$ cat src/rtl/serial_pad_poller.sv
// serial_pad_poller: shared latch/clock poller for NES/SNES-style serial pads with auto-poll and edge flags
module serial_pad_poller #(
    parameter int NUM_CONTROLLERS   = 4,
    parameter int NUM_BITS          = 8,
    parameter int LATCH_PULSE_WIDTH = 2,
    parameter int CLK_HALF_PERIOD   = 1,
    parameter int AUTO_POLL_PERIOD  = 0
) (
    input  logic                                  clk,
    input  logic                                  rst_n,
    input  logic                                  start_fetch_i,
    output logic                                  busy_o,
    output logic                                  valid_o,
    output logic                                  controller_clk_o,
    output logic                                  controller_latch_o,
    input  logic [NUM_CONTROLLERS-1:0]            controller_serial_LIST_ni,
    output logic [NUM_CONTROLLERS*NUM_BITS-1:0]   data_LIST_o,
    output logic [NUM_CONTROLLERS*NUM_BITS-1:0]   pressed_LIST_o,
    output logic [NUM_CONTROLLERS*NUM_BITS-1:0]   released_LIST_o
);
    localparam int W   = NUM_CONTROLLERS * NUM_BITS;
    localparam int PHW = $clog2((LATCH_PULSE_WIDTH > CLK_HALF_PERIOD ? LATCH_PULSE_WIDTH : CLK_HALF_PERIOD) + 1);
    localparam int BW  = $clog2(NUM_BITS);
    localparam int APW = AUTO_POLL_PERIOD > 1 ? $clog2(AUTO_POLL_PERIOD) : 1;
    localparam logic [PHW-1:0] LATCH_LAST = PHW'(LATCH_PULSE_WIDTH - 1);
    localparam logic [PHW-1:0] HALF_LAST  = PHW'(CLK_HALF_PERIOD - 1);
    localparam logic [BW-1:0]  BIT_LAST   = BW'(NUM_BITS - 1);
    localparam logic [APW-1:0] POLL_LAST  = APW'(AUTO_POLL_PERIOD > 0 ? AUTO_POLL_PERIOD - 1 : 0);
    localparam bit             AUTO_EN    = AUTO_POLL_PERIOD > 0;

    typedef enum logic [2:0] {S_IDLE, S_LATCH, S_LOW, S_HIGH, S_DONE} state_t;

    state_t         r_state, w_next;
    logic [PHW-1:0] r_phase;
    logic [BW-1:0]  r_bit;
    logic [APW-1:0] r_poll;
    logic [W-1:0]   r_shift, w_shift, r_data, r_pressed, r_released;
    logic           w_start, w_sample;

    always_comb begin
        w_start  = start_fetch_i || (AUTO_EN && r_poll == POLL_LAST);
        w_sample = r_state == S_LOW && r_phase == HALF_LAST;
        w_next   = r_state;
        unique case (r_state)
            S_IDLE:  w_next = w_start ? S_LATCH : S_IDLE;
            S_LATCH: w_next = r_phase == LATCH_LAST ? S_LOW : S_LATCH;
            S_LOW:   w_next = w_sample ? (r_bit == BIT_LAST ? S_DONE : S_HIGH) : S_LOW;
            S_HIGH:  w_next = r_phase == HALF_LAST ? S_LOW : S_HIGH;
            default: w_next = S_IDLE;
        endcase
        // pads drive active-low data; bit k of every pad lands at slice bit k
        w_shift = r_shift;
        for (int p = 0; p < NUM_CONTROLLERS; p++)
            w_shift[p*NUM_BITS + int'(r_bit)] = ~controller_serial_LIST_ni[p];
    end

    always_ff @(posedge clk) begin
        if (!rst_n) begin
            r_state    <= S_IDLE;
            r_phase    <= '0;
            r_bit      <= '0;
            r_poll     <= '0;
            r_shift    <= '0;
            r_data     <= '0;
            r_pressed  <= '0;
            r_released <= '0;
        end else begin
            r_state <= w_next;
            r_phase <= (w_next == r_state && r_state != S_IDLE) ? r_phase + 1'b1 : '0;
            r_bit   <= r_state == S_IDLE ? '0 : (r_state == S_HIGH && w_next == S_LOW) ? r_bit + 1'b1 : r_bit;
            // saturating poll counter lets an expiry during a frame fire on the first idle cycle
            r_poll  <= (r_state == S_IDLE && w_start) ? '0 : (!AUTO_EN || r_poll == POLL_LAST) ? r_poll : r_poll + 1'b1;
            if (w_sample)
                r_shift <= w_shift;
            if (w_sample && r_bit == BIT_LAST) begin
                r_data     <= w_shift;
                r_pressed  <= w_shift & ~r_data;
                r_released <= ~w_shift & r_data;
            end
        end
    end

    assign busy_o             = r_state != S_IDLE;
    assign valid_o            = r_state == S_DONE;
    assign controller_latch_o = r_state == S_LATCH;
    assign controller_clk_o   = r_state == S_HIGH;
    assign data_LIST_o        = r_data;
    assign pressed_LIST_o     = r_pressed;
    assign released_LIST_o    = r_released;
endmodule

$ cat config.mk
export PLATFORM = sky130hd
export DESIGN_NAME = serial_pad_poller
export DESIGN_NICKNAME = d
export VERILOG_FILES = /design/src/rtl/serial_pad_poller.sv
export SDC_FILE = /design/constraint.sdc
export NUM_CORES = 1
export LEC_CHECK = 0
export BUFFER_PORTS_ARGS = -buffer_cell sky130_fd_sc_hd__buf_4
export CORE_MARGIN = 4
export CORE_UTILIZATION = 48
export DETAILED_ROUTE_END_ITERATION = 10
export PLACE_DENSITY = 0.76
export SLEW_MARGIN = 20
export SYNTH_ARGS = -nofsm -noshare
export SYNTH_HDL_FRONTEND = slang
export SYNTH_SLANG_ARGS = --single-unit
$ cat constraint.sdc
create_clock -name clk -period 4.85 [get_ports clk]
set_input_delay 0 -clock clk [delete_from_list [all_inputs] [get_ports clk]]
set_output_delay 0 -clock clk [all_outputs]
set_load 0.01 [all_outputs]
Word level (Yosys, flattened, before mapping)

Cells that the tools add are included.

Flip-flop bits (word level): 136
Latch bits: 0
Memory bits (writable): 0
Memory bits (read-only): 0
Input bits: 7
Output and inout bits: 100
Logic and storage cells: 68
Memories: 0

Add/subtract/negate cells: 5
Multiply operators: 0
Div/mod/pow operators: 0
$lt $le $gt $ge: 8
Equality and inequality tests: 8
Shifts and indexed selects: 0
Mux-type cells: 18
Bitwise gates (word level): 9
Reductions and logical operators: 13

Operators with widths:

| kind                                                                          | count |
|---|---|
| 32-bit bitwise mux                                                            | 4 |
| 32-bit bitwise AND                                                            | 2 |
| 32-bit inverter                                                               | 2 |
| 1-bit demux with 5-bit select                                                 | 3 |
| 5-bit by 3-bit adder with 6-bit output (first input constant)                 | 2 |
| 6-bit by 1-bit >= comparator with 1-bit output (second input constant)        | 2 |
| 6-bit less-than comparator (second input constant)                            | 2 |
| 3-bit case mux with 4 select lines                                            | 1 |
| 3-bit by 2-bit equality test with 1-bit output (second input constant)        | 3 |
| 1-bit logical AND                                                             | 8 |
| 3-bit equality test (second input constant)                                   | 2 |
| 3-bit by 6-bit less-than comparator with 1-bit output (second input constant) | 1 |
| 5-bit by 6-bit less-than comparator with 1-bit output (second input constant) | 1 |
| 1-bit 2-to-1 mux                                                              | 6 |
| 3-bit 2-to-1 mux                                                              | 2 |
| 4-bit by 3-bit adder with 5-bit output (first input constant)                 | 1 |
| 5-bit by 1-bit >= comparator with 1-bit output (second input constant)        | 1 |
| 1-bit inverter                                                                | 5 |
| 3-bit by 1-bit adder with 3-bit output (second input constant)                | 1 |
| 1-bit demux with 3-bit select                                                 | 1 |
| 3-bit by 1-bit equality test with 1-bit output (second input constant)        | 1 |
| 3-bit equality test                                                           | 1 |
| 3-bit by 1-bit >= comparator with 1-bit output (second input constant)        | 1 |
| 3-bit logical NOT                                                             | 1 |
| 7 further kinds                                                               | 7 |

Longest topological paths before layout

Gate-level depths: netlist of run 1.

Word-level depth: 10
Depth in mapped cells: 7
Depth with buffers taken out: 6

Worst setup path before layout of run 1

No wires, ideal clock.

Path type: reg2reg
From: reg r_bit[0]
To: reg r_pressed[0], in the netlist pressed_LIST_o[0]
Setup time: 0.088 ns
Arrival time: 1.611 ns
Required time: 4.762 ns
Slack: 3.151 ns
Stages on the path, launching flop included: 8
Buffers on the path: 2
Period minus slack after synthesis: 1.699 ns
Cell sequence: dfxtp_1 -> ha_1 -> ha_1 -> nand3b_4 -> or3_4 -> buf_6 -> buf_6 -> o32ai_2

Longest elaborated chain between the ends: 9
Elaborated cells between the ends (all ways): 30
Those cells by class: add/sub (3); order compare (8); eq/ne (1); mux (12); bitwise (1); reduce/logical (5)

RTL lines:

| what                                                                                                | RTL line | RTL |
|---|---|---|
| start, declared                                                                                     | 35       | `logic [BW-1:0] r_bit;` |
| start signal, assigned                                                                              | 70       | `r_bit <= r_state == S_IDLE ? '0 : (r_state == S_HIGH && w_next == S_LOW) ? r_bit + 1'b1 : r_bit;` |
| 4-bit by 3-bit adder with 5-bit output (tied with other cells)                                      | 54       | `w_shift[p*NUM_BITS + int'(r_bit)] = ~controller_serial_LIST_ni[p];` |
| 5-bit by 6-bit less-than comparator with 1-bit output (not written as such) (tied with other cells) | 54       |  |
| 1-bit logical AND (not written as such) / 1-bit 2-to-1 mux (equally long branches)                  | 54       |  |
| 1-bit 2-to-1 mux (not written as such) / 1-bit demux with 3-bit select (equally long branches)      | 54       |  |
| 1-bit demux with 5-bit select / 32-bit bitwise mux (equally long branches)                          | 54       |  |
| 32-bit bitwise mux (3 in series)                                                                    | 54       |  |
| 32-bit bitwise AND                                                                                  | 77       | `r_pressed <= w_shift & ~r_data;` |
| end signal, assigned                                                                                | 77       |  |
| end, declared                                                                                       | 37       | `logic [W-1:0] r_shift, w_shift, r_data, r_pressed, r_released;` |

Several ways; a longest one is shown, not always the timed one.
A chain may end at the register's enable or synchronous reset.

Worst setup path in the final report of run 1

From: reg r_bit[0]
To: reg r_released[9], in the netlist released_LIST_o[9]

Longest elaborated chain between the ends: 10
Elaborated cells between the ends (all ways): 25
Those cells by class: add/sub (3); order compare (6); eq/ne (1); mux (9); bitwise (2); reduce/logical (4)

RTL lines:

| what                                                                                                                                                 | RTL line | RTL |
|---|---|---|
| 4-bit by 3-bit adder with 5-bit output                                                                                                               | 54       |  |
| 5-bit by 6-bit less-than comparator with 1-bit output (not written as such) / 5-bit by 1-bit >= comparator with 1-bit output (equally long branches) | 54       |  |
| 1-bit logical AND (not written as such)                                                                                                              | 54       |  |
| 1-bit 2-to-1 mux (not written as such)                                                                                                               | 54       |  |
| 1-bit demux with 5-bit select                                                                                                                        | 54       |  |
| 32-bit bitwise mux (3 in series)                                                                                                                     | 54       |  |
| 32-bit inverter                                                                                                                                      | 78       | `r_released <= ~w_shift & r_data;` |
| 32-bit bitwise AND                                                                                                                                   | 78       |  |
| end signal, assigned                                                                                                                                 | 78       |  |
| end, declared                                                                                                                                        | 37       |  |

Several ways; a longest one is shown, not always the timed one.

==> results.sh, run 1 <==
export IMPL_status="finished, final reports clean"
export IMPL_min_period_over_period_pct=57.14
export IMPL_p_sw_uw=520.4
export IMPL_dp_slack_ps=1772
export IMPL_nets=570
export IMPL_totalWireLength_mm=12.56
export IMPL_grt_overflow_total=0
export IMPL_ir_drop_mv=0.1953
export IMPL_ios=107
export IMPL_grt_first_pass_wirelength_mm=20.37
export IMPL_start_kind="flop"
export IMPL_finalCriticalPeriod_ps=2771
export IMPL_path_buf_inv=1
export IMPL_worstSetupEndpointType="flop"
export IMPL_syn_to_final_growth_pct=26.51
export IMPL_clkLatencyLatePin_ps=420
export IMPL_slew_violations=0
export IMPL_clock_sinks=136
export IMPL_yosys_top_cells_area="dfxtp_1 50%, o32ai_2 8.4%, mux2i_1 6.3%"
export IMPL_core_sq_um=10980
export IMPL_fin_skew_ps=10.05
export IMPL_timing_slew_headroom_pct=43.25
export IMPL_worst_slew_pin_slew_ps=851.2
export IMPL_cp_max_fo=65
export IMPL_avgRoutedWirePerCell_um=17.64
export IMPL_clock_root_buffer="clkbuf_16"
export IMPL_start_util_pct=49.50
export IMPL_place_congestion=0.8316
export IMPL_combinationalPowerShare_pct=3.0
export IMPL_post_cts_buffers=0
export IMPL_cts_buffers=17
export IMPL_cp_data_arrival_time_ps=3120
export IMPL_p_leak_nw=2.991
export IMPL_vias=4066
export IMPL_via_per_inst=5.711
export IMPL_ys_seq_elements=136
export IMPL_swShare_pct=20.69
export IMPL_yosysSeqAreaShare_pct=50.08
export IMPL_crit_type="reg2reg"
export IMPL_ant_nets=0
export IMPL_cp_top_family="simple AND/OR/NAND/NOR gates"
export IMPL_avgSynthCellArea_sq_um=11.57
export IMPL_grt_pass1_vias=4050
export IMPL_finalWorstSetupSlack_ps=2079
export IMPL_cp_slowest_stage_delay_ps=720
export IMPL_rows=38
export IMPL_powerDensity_nw_per_um2=365.8
export IMPL_die_w_um=114.4
export IMPL_syn_nets=481
export IMPL_dominantRegCellSynth="dfxtp_1"
export IMPL_yosys_warnings=0
export IMPL_synth_top_area_share_pct=50.08
export IMPL_max_clock_freq_mhz=360.9
export IMPL_hold_viol_final=0
export IMPL_synth_top_area_cell="dfxtp_1"
export IMPL_drt_iter0_drc=272
export IMPL_cap_violations=0
export IMPL_die_area_sq_um=13090
export IMPL_cts_clk_slew_worst_paths_ps=60
export IMPL_cp_common_cell="ha_1"
export IMPL_synth_edf_count=0
export IMPL_synth_distinct_cells=39
export IMPL_pwr_share_clk_pct=52.3
export IMPL_die_h_um=114.4
export IMPL_min_path_type="in2reg"
export IMPL_synthCells=470
export IMPL_grt_start_max_net_pins=66
export IMPL_cts_tree="yes"
export IMPL_slowest_stage="or3_4"
export IMPL_track_usage_pct=19.64
export IMPL_setup_viol=0
export IMPL_seqPwrFrac_pct=44.8
export IMPL_dp_hpwl_mm=8.400
export IMPL_internal_power_mw=1.995
export IMPL_post_cts_resize_count=0
export IMPL_num_antenna_cells=0
export IMPL_syn_area_sq_um=5436
export IMPL_rsz0062_at_grt="false"
export IMPL_first_pass_iters=6
export IMPL_critical_path_required_ps=5200
export IMPL_h_tree_depth=4
export IMPL_ys_top_cells_by_count="136 x dfxtp_1, 43 x inv_1, 34 x mux2i_1"
export IMPL_drive_gt1_share_pct=30.94
export IMPL_clk_path_buf_depth=2
export IMPL_crit_chain="ha_1 -> ha_1 -> nand3b_4 -> or3_4 -> inv_2 -> a32o_1"
export IMPL_synth_most_common_cell="dfxtp_1"
export IMPL_antenna_found_initial=0
export IMPL_synthArstFlopShare_pct=0
export IMPL_finalSetupTns_ps=0
export IMPL_drc_errors=0
export IMPL_port_buffers=106
-- cell families (layout without fill, tap and decap cells) --
kind of cell	count (synthesis)	count (layout)	synth area share (%)
mux	35	35	6.674
flops	136	136	50.08
buf+inv	88	190	7.411
simple gates	70	70	7.894
fa+ha+maj	4	4	0.9206
compound gates	136	136	26.86
xor+xnor	1	1	0.1611
-- layer usage --
layer  track usage (%)  vias to the layer above  share of wire, %
li1                  -                     1962                 -
met1             24.37                     1971                44
met3             5.655                       13               5.8
met2             32.71                      120                50
met4             6.651                        0              0.91
met5                 0                        -                 0
-- cells in the final DEF (no fill, tap or decap), drive strengths merged, types with 2 or more instances in the layout --
cell type	count
o21ai	3
clkbuf	21
nand2	3
or3	2
clkinvlp	3
clkinv	4
ha	4
and3b	3
a32o	32
buf	111
inv	44
o211a	32
mux2i	34
nand2b	2
a21oi	2
o2bb2ai	32
nand3	32
and2	9
bufinv	3
dlygate4sd3	4
o32ai	32
nor3	3
nor2b	2
nor3b	5
nor2	4
dfxtp	136
-- path summary, 6_finish.rpt --
check                                         from                  to  slack (ps)  cells past startpoint
worst max-delay path                      r_bit[0]  released_LIST_o[9]        2080                      6
worst min-delay path                         rst_n         r_shift[22]          50                      2
worst max register to register            r_bit[0]  released_LIST_o[9]        2080                      6
worst min register to register  pressed_LIST_o[23]  pressed_LIST_o[23]         460                      2
-- power by group through the flow --
| stage | clock, mW | sequential (mW) | combinational [mW] |
|---|---|---|---|
| floorplan | 0 | 1.15 | 0.0558 |
| global placement | 0 | 1.15 | 0.0680 |
| detailed placement | 0 | 1.15 | 0.0708 |
| CTS | 1.34 | 1.13 | 0.0739 |
| global route | 1.39 | 1.13 | 0.0808 |
| finish | 1.32 | 1.13 | 0.0743 |
-- what timing repair did --
item,CTS,global route
hold endpoints to repair,32,0
hold buffers,4,0
endpoints found under the setup margin,0,0
-- flip-flops by register name (all words and copies together), names as in the netlist --
register / flops
released_LIST_o: 32
r_shift: 32
data_LIST_o: 32
r_state: 3
pressed_LIST_o: 32
r_bit: 3
r_phase: 2
-- through the flow --
step | utilization (%) | hold WS [ps] | area (sq um) | power [mW] | std cells
floorplan | - | 296.4 | 5436 | 1.203 | 470
global placement | 56.60 | 369.9 | 6216 | 1.218 | 676
detailed placement | 56.60 | 376.2 | 6216 | 1.221 | 676
CTS | 62.57 | 24.52 | 6872 | 2.537 | 712
global route | 62.62 | 30.80 | 6878 | 2.593 | 712
finish | 62.62 | 46.46 | 6878 | 2.516 | 712
-- final cells by class --
class / count / area, sq um
fill: 816 / 4105
tap: 140 / 175.2
clock inverter: 11 / 145.1
inverter: 43 / 161.4
clock buffer: 21 / 470.5
sequential: 136 / 2723
timing repair buffer: 115 / 873.3
multi-input combinational: 246 / 2330
(Power assumes the default switching activity.)
==> inputs of run 2 (changes only) <==
==> constraint.sdc (replaced) <==
create_clock -name clk -period 2.6 [get_ports clk]
set_input_delay 0 -clock clk [delete_from_list [all_inputs] [get_ports clk]]
set_output_delay 0 -clock clk [all_outputs]
set_load 0.01 [all_outputs]
==> results.sh, run 2 (synthesis gave the netlist of run 1 again) <==
export IMPL_status="finished, final reports clean"
export IMPL_timing_slew_headroom_pct=59.59
export IMPL_place_congestion=0.8546
export IMPL_finalCriticalPeriod_ps=2210
export IMPL_cts_buffers=17
export IMPL_p_leak_nw=3.058
export IMPL_hold_viol_final=0
export IMPL_worstSetupEndpointType="flop"
export IMPL_worst_slew_pin_slew_ps=606.1
export IMPL_fin_hold_ws_ps=30.19
export IMPL_totalWireLength_mm=12.88
export IMPL_die_area_sq_um=13090
export IMPL_placedInstanceArea_sq_um=6276
export IMPL_drc_errors=0
export IMPL_antenna_found_initial=0
export IMPL_finalSetupTns_ps=0
export IMPL_powerDensity_nw_per_um2=715.1
export IMPL_num_antenna_cells=0
export IMPL_clock_root_buffer="clkbuf_16"
export IMPL_setup_viol=0
export IMPL_fin_skew_ps=7.573
export IMPL_fill_cells=824
export IMPL_clkLatencyLatePin_ps=410
export IMPL_drive_gt1_share_pct=31.61
export IMPL_crit_chain="ha_1 -> ha_1 -> nand3b_4 -> or3_4 -> buf_4 -> o32ai_2"
export IMPL_ir_drop_mv=0.4251
export IMPL_fin_util_pct=63.70
export IMPL_min_period_over_period_pct=85.01
export IMPL_grt_overflow_total=0
export IMPL_clock_sinks=136
export IMPL_vias=4139
export IMPL_track_usage_pct=19.75
export IMPL_min_path_type="in2reg"
export IMPL_cp_common_cell="ha_1"
export IMPL_crit_type="reg2reg"
export IMPL_cp_slowest_stage_delay_ps=530
export IMPL_clk_path_buf_depth=2
export IMPL_h_tree_depth=4
export IMPL_critical_path_required_ps=2910
export IMPL_final_cell_mix="136 x dfxtp_1, 119 x buf_4, 43 x inv_1"
export IMPL_post_cts_resize_count=0
export IMPL_grt_first_pass_wirelength_mm=20.82
export IMPL_start_kind="flop"
export IMPL_slew_violations=0
export IMPL_die_h_um=114.4
export IMPL_syn_to_final_growth_pct=28.70
export IMPL_core_sq_um=10980
export IMPL_rows=38
export IMPL_start_util_pct=49.50
export IMPL_nets=578
export IMPL_ios=107
export IMPL_cts_clk_slew_worst_paths_ps=60
export IMPL_via_per_inst=5.757
export IMPL_rsz0062_at_grt="false"
export IMPL_die_w_um=114.4
export IMPL_cap_violations=0
export IMPL_fin_area_sq_um=6997
export IMPL_avgRoutedWirePerCell_um=17.92
export IMPL_grt_pass1_vias=4158
export IMPL_dp_hpwl_mm=8.653
export IMPL_ant_nets=0
export IMPL_cts_tree="yes"
export IMPL_slowest_stage="dfxtp_1"
export IMPL_first_pass_iters=5
export IMPL_max_clock_freq_mhz=452.4
export IMPL_cp_max_fo=34
export IMPL_grt_start_max_net_pins=38
export IMPL_cp_data_arrival_time_ps=2520
export IMPL_mostFrequentLayoutCell="dfxtp_1"
export IMPL_drt_iter0_drc=303
export IMPL_port_buffers=106
## run 2: per-layer routing
metal | track usage, % | vias to the layer above | wire length, um
met1 | 25.08 | 2018 | 5541
met4 | 6.334 | 0 | 206
li1 | - | 1974 | -
met2 | 32.29 | 128 | 6408
met3 | 5.867 | 19 | 726
met5 | 0 | - | 0
## run 2: worst max-delay path: cells and delay by family, from the launching register on
kind	cells	cell delay, ps
buf+inv	1	270
flops	1	530
fa+ha+maj	2	450
simple gates	2	540
compound gates	1	310
## run 2: metrics by stage
stage	worst slack, ps	total power [mW]	std cells
after floorplan	901.3	2.244	470
after global placement	546.9	2.278	684
after detailed placement	447.2	2.282	684
after CTS	408.4	5.033	719
after global routing	256.5	5.134	719
final	389.7	5.003	719
## run 2: layout make-up
class	instances	area [sq um]	share of cell area, %
Sequential cell	136	2723	38.91
Multi-Input combinational cell	246	2323	33.21
Timing Repair Buffer	123	933.4	13.34
Clock buffer	18	429.2	6.134
Clock inverter	13	251.5	3.594
Tap cell	140	175.2	2.504
Inverter	43	161.4	2.307
## run 2: timing repair
item                                    in CTS  in global routing
hold endpoints to repair                    32                  0
setup buffers                                0                  0
hold buffers                                 4                  0
endpoints found under the setup margin       0                  0
## run 2: worst paths after layout
path	end	from	depth (start not counted)	slack, ps
worst min register to register	released_LIST_o[30]	released_LIST_o[30]	1	460
worst max register to register	pressed_LIST_o[11]	r_bit[0]	6	390
worst max-delay path	pressed_LIST_o[11]	r_bit[0]	6	390
worst min-delay path	r_state[0]	start_fetch_i	3	30
## run 2: where the power goes
part | internal (mW) | total, mW | switching (mW)
sequential | 2.09 | 2.10 | 0.00997
combinational | 0.0514 | 0.144 | 0.0928
clock | 1.89 | 2.76 | 0.872
==> inputs of run 3 (changes only) <==
--- a/config.mk
+++ b/config.mk
@@ -8,6 +8,7 @@
 export BUFFER_PORTS_ARGS = -buffer_cell sky130_fd_sc_hd__buf_4
 export CORE_MARGIN = 4
 export CORE_UTILIZATION = 48
+export CTS_CLUSTER_SIZE = 30
 export DETAILED_ROUTE_END_ITERATION = 10
 export PLACE_DENSITY = 0.76
 export SLEW_MARGIN = 20
==> constraint.sdc (replaced) <==
create_clock -name clk -period 2.6 [get_ports clk]
set_input_delay 0.39 -clock clk [delete_from_list [all_inputs] [get_ports clk]]
set_output_delay 0.39 -clock clk [all_outputs]
set_load 0.01 [all_outputs]
==> results.sh, run 3 (synthesis gave the netlist of run 1 again) <==
export IMPL_status="finished, final reports clean"
export IMPL_clkLatencyLatePin_ps=410
export IMPL_first_pass_iters=5
export IMPL_grt_busiest_layer="met2"
export IMPL_antenna_found_initial=0
export IMPL_ios=107
export IMPL_timing_rr_start="r_bit[0]"
export IMPL_min_path_type="in2reg"
export IMPL_min_period_over_period_pct=85.06
export IMPL_p_sw_uw=977.2
export IMPL_grt_start_max_net_pins=38
export IMPL_combinationalPowerShare_pct=2.8
export IMPL_p_total_mw=5.001
export IMPL_cp_max_fo=34
export IMPL_timing_slew_headroom_pct=60.41
export IMPL_drt_iter0_drc=304
export IMPL_cap_violations=0
export IMPL_cp_slowest_stage_delay_ps=530
export IMPL_hold_buffers=0
export IMPL_finalSetupTns_ps=0
export IMPL_critical_path_required_ps=2920
export IMPL_die_w_um=114.4
export IMPL_syn_to_final_growth_pct=27.96
export IMPL_max_clock_freq_mhz=452.2
export IMPL_port_buffers=106
export IMPL_drc_errors=0
export IMPL_worstSetupEndpointType="flop"
export IMPL_grt_pass1_vias=4133
export IMPL_cts_buffers=17
export IMPL_met3_usage_pct=6.025
export IMPL_cp_data_arrival_time_ps=2530
export IMPL_cts_tree="yes"
export IMPL_cts_clk_slew_worst_paths_ps=60
export IMPL_pwr_share_clk_pct=55.2
export IMPL_dp_hpwl_mm=8.653
export IMPL_totalWireLength_mm=12.82
export IMPL_powerDensity_nw_per_um2=718.9
export IMPL_ir_drop_mv=0.4297
export IMPL_worst_hold_path_endpoint="r_shift[1]"
export IMPL_met1_usage_pct=24.97
export IMPL_final_cell_mix="136 x dfxtp_1, 119 x buf_4, 43 x inv_1"
export IMPL_seqPwrFrac_pct=42.0
export IMPL_regToRegSetupSlack_ps=390
export IMPL_start_util_pct=49.50
export IMPL_setup_viol=0
export IMPL_rr_endpoint="pressed_LIST_o[11]"
export IMPL_crit_type="reg2reg"
export IMPL_finalCriticalPeriod_ps=2212
export IMPL_die_area_sq_um=13090
export IMPL_num_antenna_cells=0
export IMPL_fin_skew_ps=6.335
export IMPL_clock_root_buffer="clkbuf_16"
export IMPL_via_per_inst=5.787
export IMPL_clk_path_buf_depth=2
export IMPL_mostFrequentLayoutCell="dfxtp_1"
export IMPL_h_tree_depth=4
export IMPL_hold_viol_final=0
export IMPL_hold_start="controller_serial_LIST_ni[0]"
export IMPL_grt_first_pass_wirelength_mm=20.76
export IMPL_hold_path_depth=3
export IMPL_grt_overflow_total=0
export IMPL_post_cts_buffers=0
export IMPL_crit_chain="ha_1 -> ha_1 -> nand3b_4 -> or3_4 -> buf_4 -> o32ai_2"
export IMPL_avgRoutedWirePerCell_um=17.93
export IMPL_ff2ff_path_depth=6
export IMPL_fin_area_sq_um=6957
export IMPL_vias=4138
export IMPL_post_cts_resize_count=0
export IMPL_placedInstanceArea_sq_um=6276
export IMPL_slew_violations=0
export IMPL_grtUsageMet2_pct=32.17
export IMPL_place_congestion=0.8546
export IMPL_p_leak_nw=3.041
export IMPL_die_h_um=114.4
export IMPL_clock_sinks=136
export IMPL_swShare_pct=19.54
export IMPL_ant_nets=0
export IMPL_start_kind="flop"
export IMPL_internal_power_mw=4.024
export IMPL_nets=574
export IMPL_core_sq_um=10980
export IMPL_rows=38
export IMPL_drive_gt1_share_pct=31.83
export IMPL_slowest_stage="dfxtp_1"
export IMPL_cp_common_cell="ha_1"
export IMPL_track_usage_pct=19.72
export IMPL_rsz0062_at_grt="false"
export IMPL_worst_slew_pin_slew_ps=593.9
[run 3: layer usage]
metal,part of all wire (%),up-vias
li1,-,1965
met4,2.0,0
met3,5.8,24
met2,50,126
met5,0,-
met1,43,2023
[run 3: worst max-delay path by stage]
stage	cells past startpoint	slack (ps)	to	startpoint
6_report	6	390	pressed_LIST_o[11]	r_bit[0]
5_1_grt	6	260	pressed_LIST_o[24]	r_bit[1]
3_5_place_dp	6	450	pressed_LIST_o[11]	r_bit[0]
4_1_cts	6	410	pressed_LIST_o[11]	r_bit[0]
2_1_floorplan	7	900	pressed_LIST_o[0]	r_bit[0]
3_3_place_gp	6	550	pressed_LIST_o[6]	r_bit[0]
[run 3: layout make-up]
class                           instances  area (sq um)
Fill cell                             827          4026
Sequential cell                       136          2723
Multi-Input combinational cell        246          2323
Timing Repair Buffer                  119         893.4
Clock buffer                           18         429.2
Clock inverter                         13         251.5
Tap cell                              140         175.2
Inverter                               43         161.4
[run 3: power groups by stage]
stage	clock (mW)	combinational, mW	sequential [mW]
floorplan	0	0.104	2.14
global placement	0	0.133	2.15
detailed placement	0	0.136	2.15
CTS	2.79	0.138	2.10
global route	2.88	0.150	2.10
finish	2.76	0.139	2.10
[run 3: stage by stage]
stage | setup WS, ps | cells | util [%] | hold slack [ps]
6_report | 388.4 | 715 | 63.34 | 343.6
2_1_floorplan | 901.3 | 470 | - | 431.8
3_5_place_dp | 447.2 | 684 | 57.14 | 456.5
3_3_place_gp | 546.9 | 684 | 57.14 | 445.8
4_1_cts | 408.4 | 715 | 63.34 | 335.9
5_1_grt | 256.5 | 715 | 63.34 | 349.4
[run 3: critical path: cells and delay by family, from the launching register on]
kind	cells	cell delay, ps
AO/OA/AOI/OAI	1	310
buffers and inverters	1	270
adder cells (fa/ha/maj)	2	450
AND/OR/NAND/NOR	2	540
flip-flops	1	530
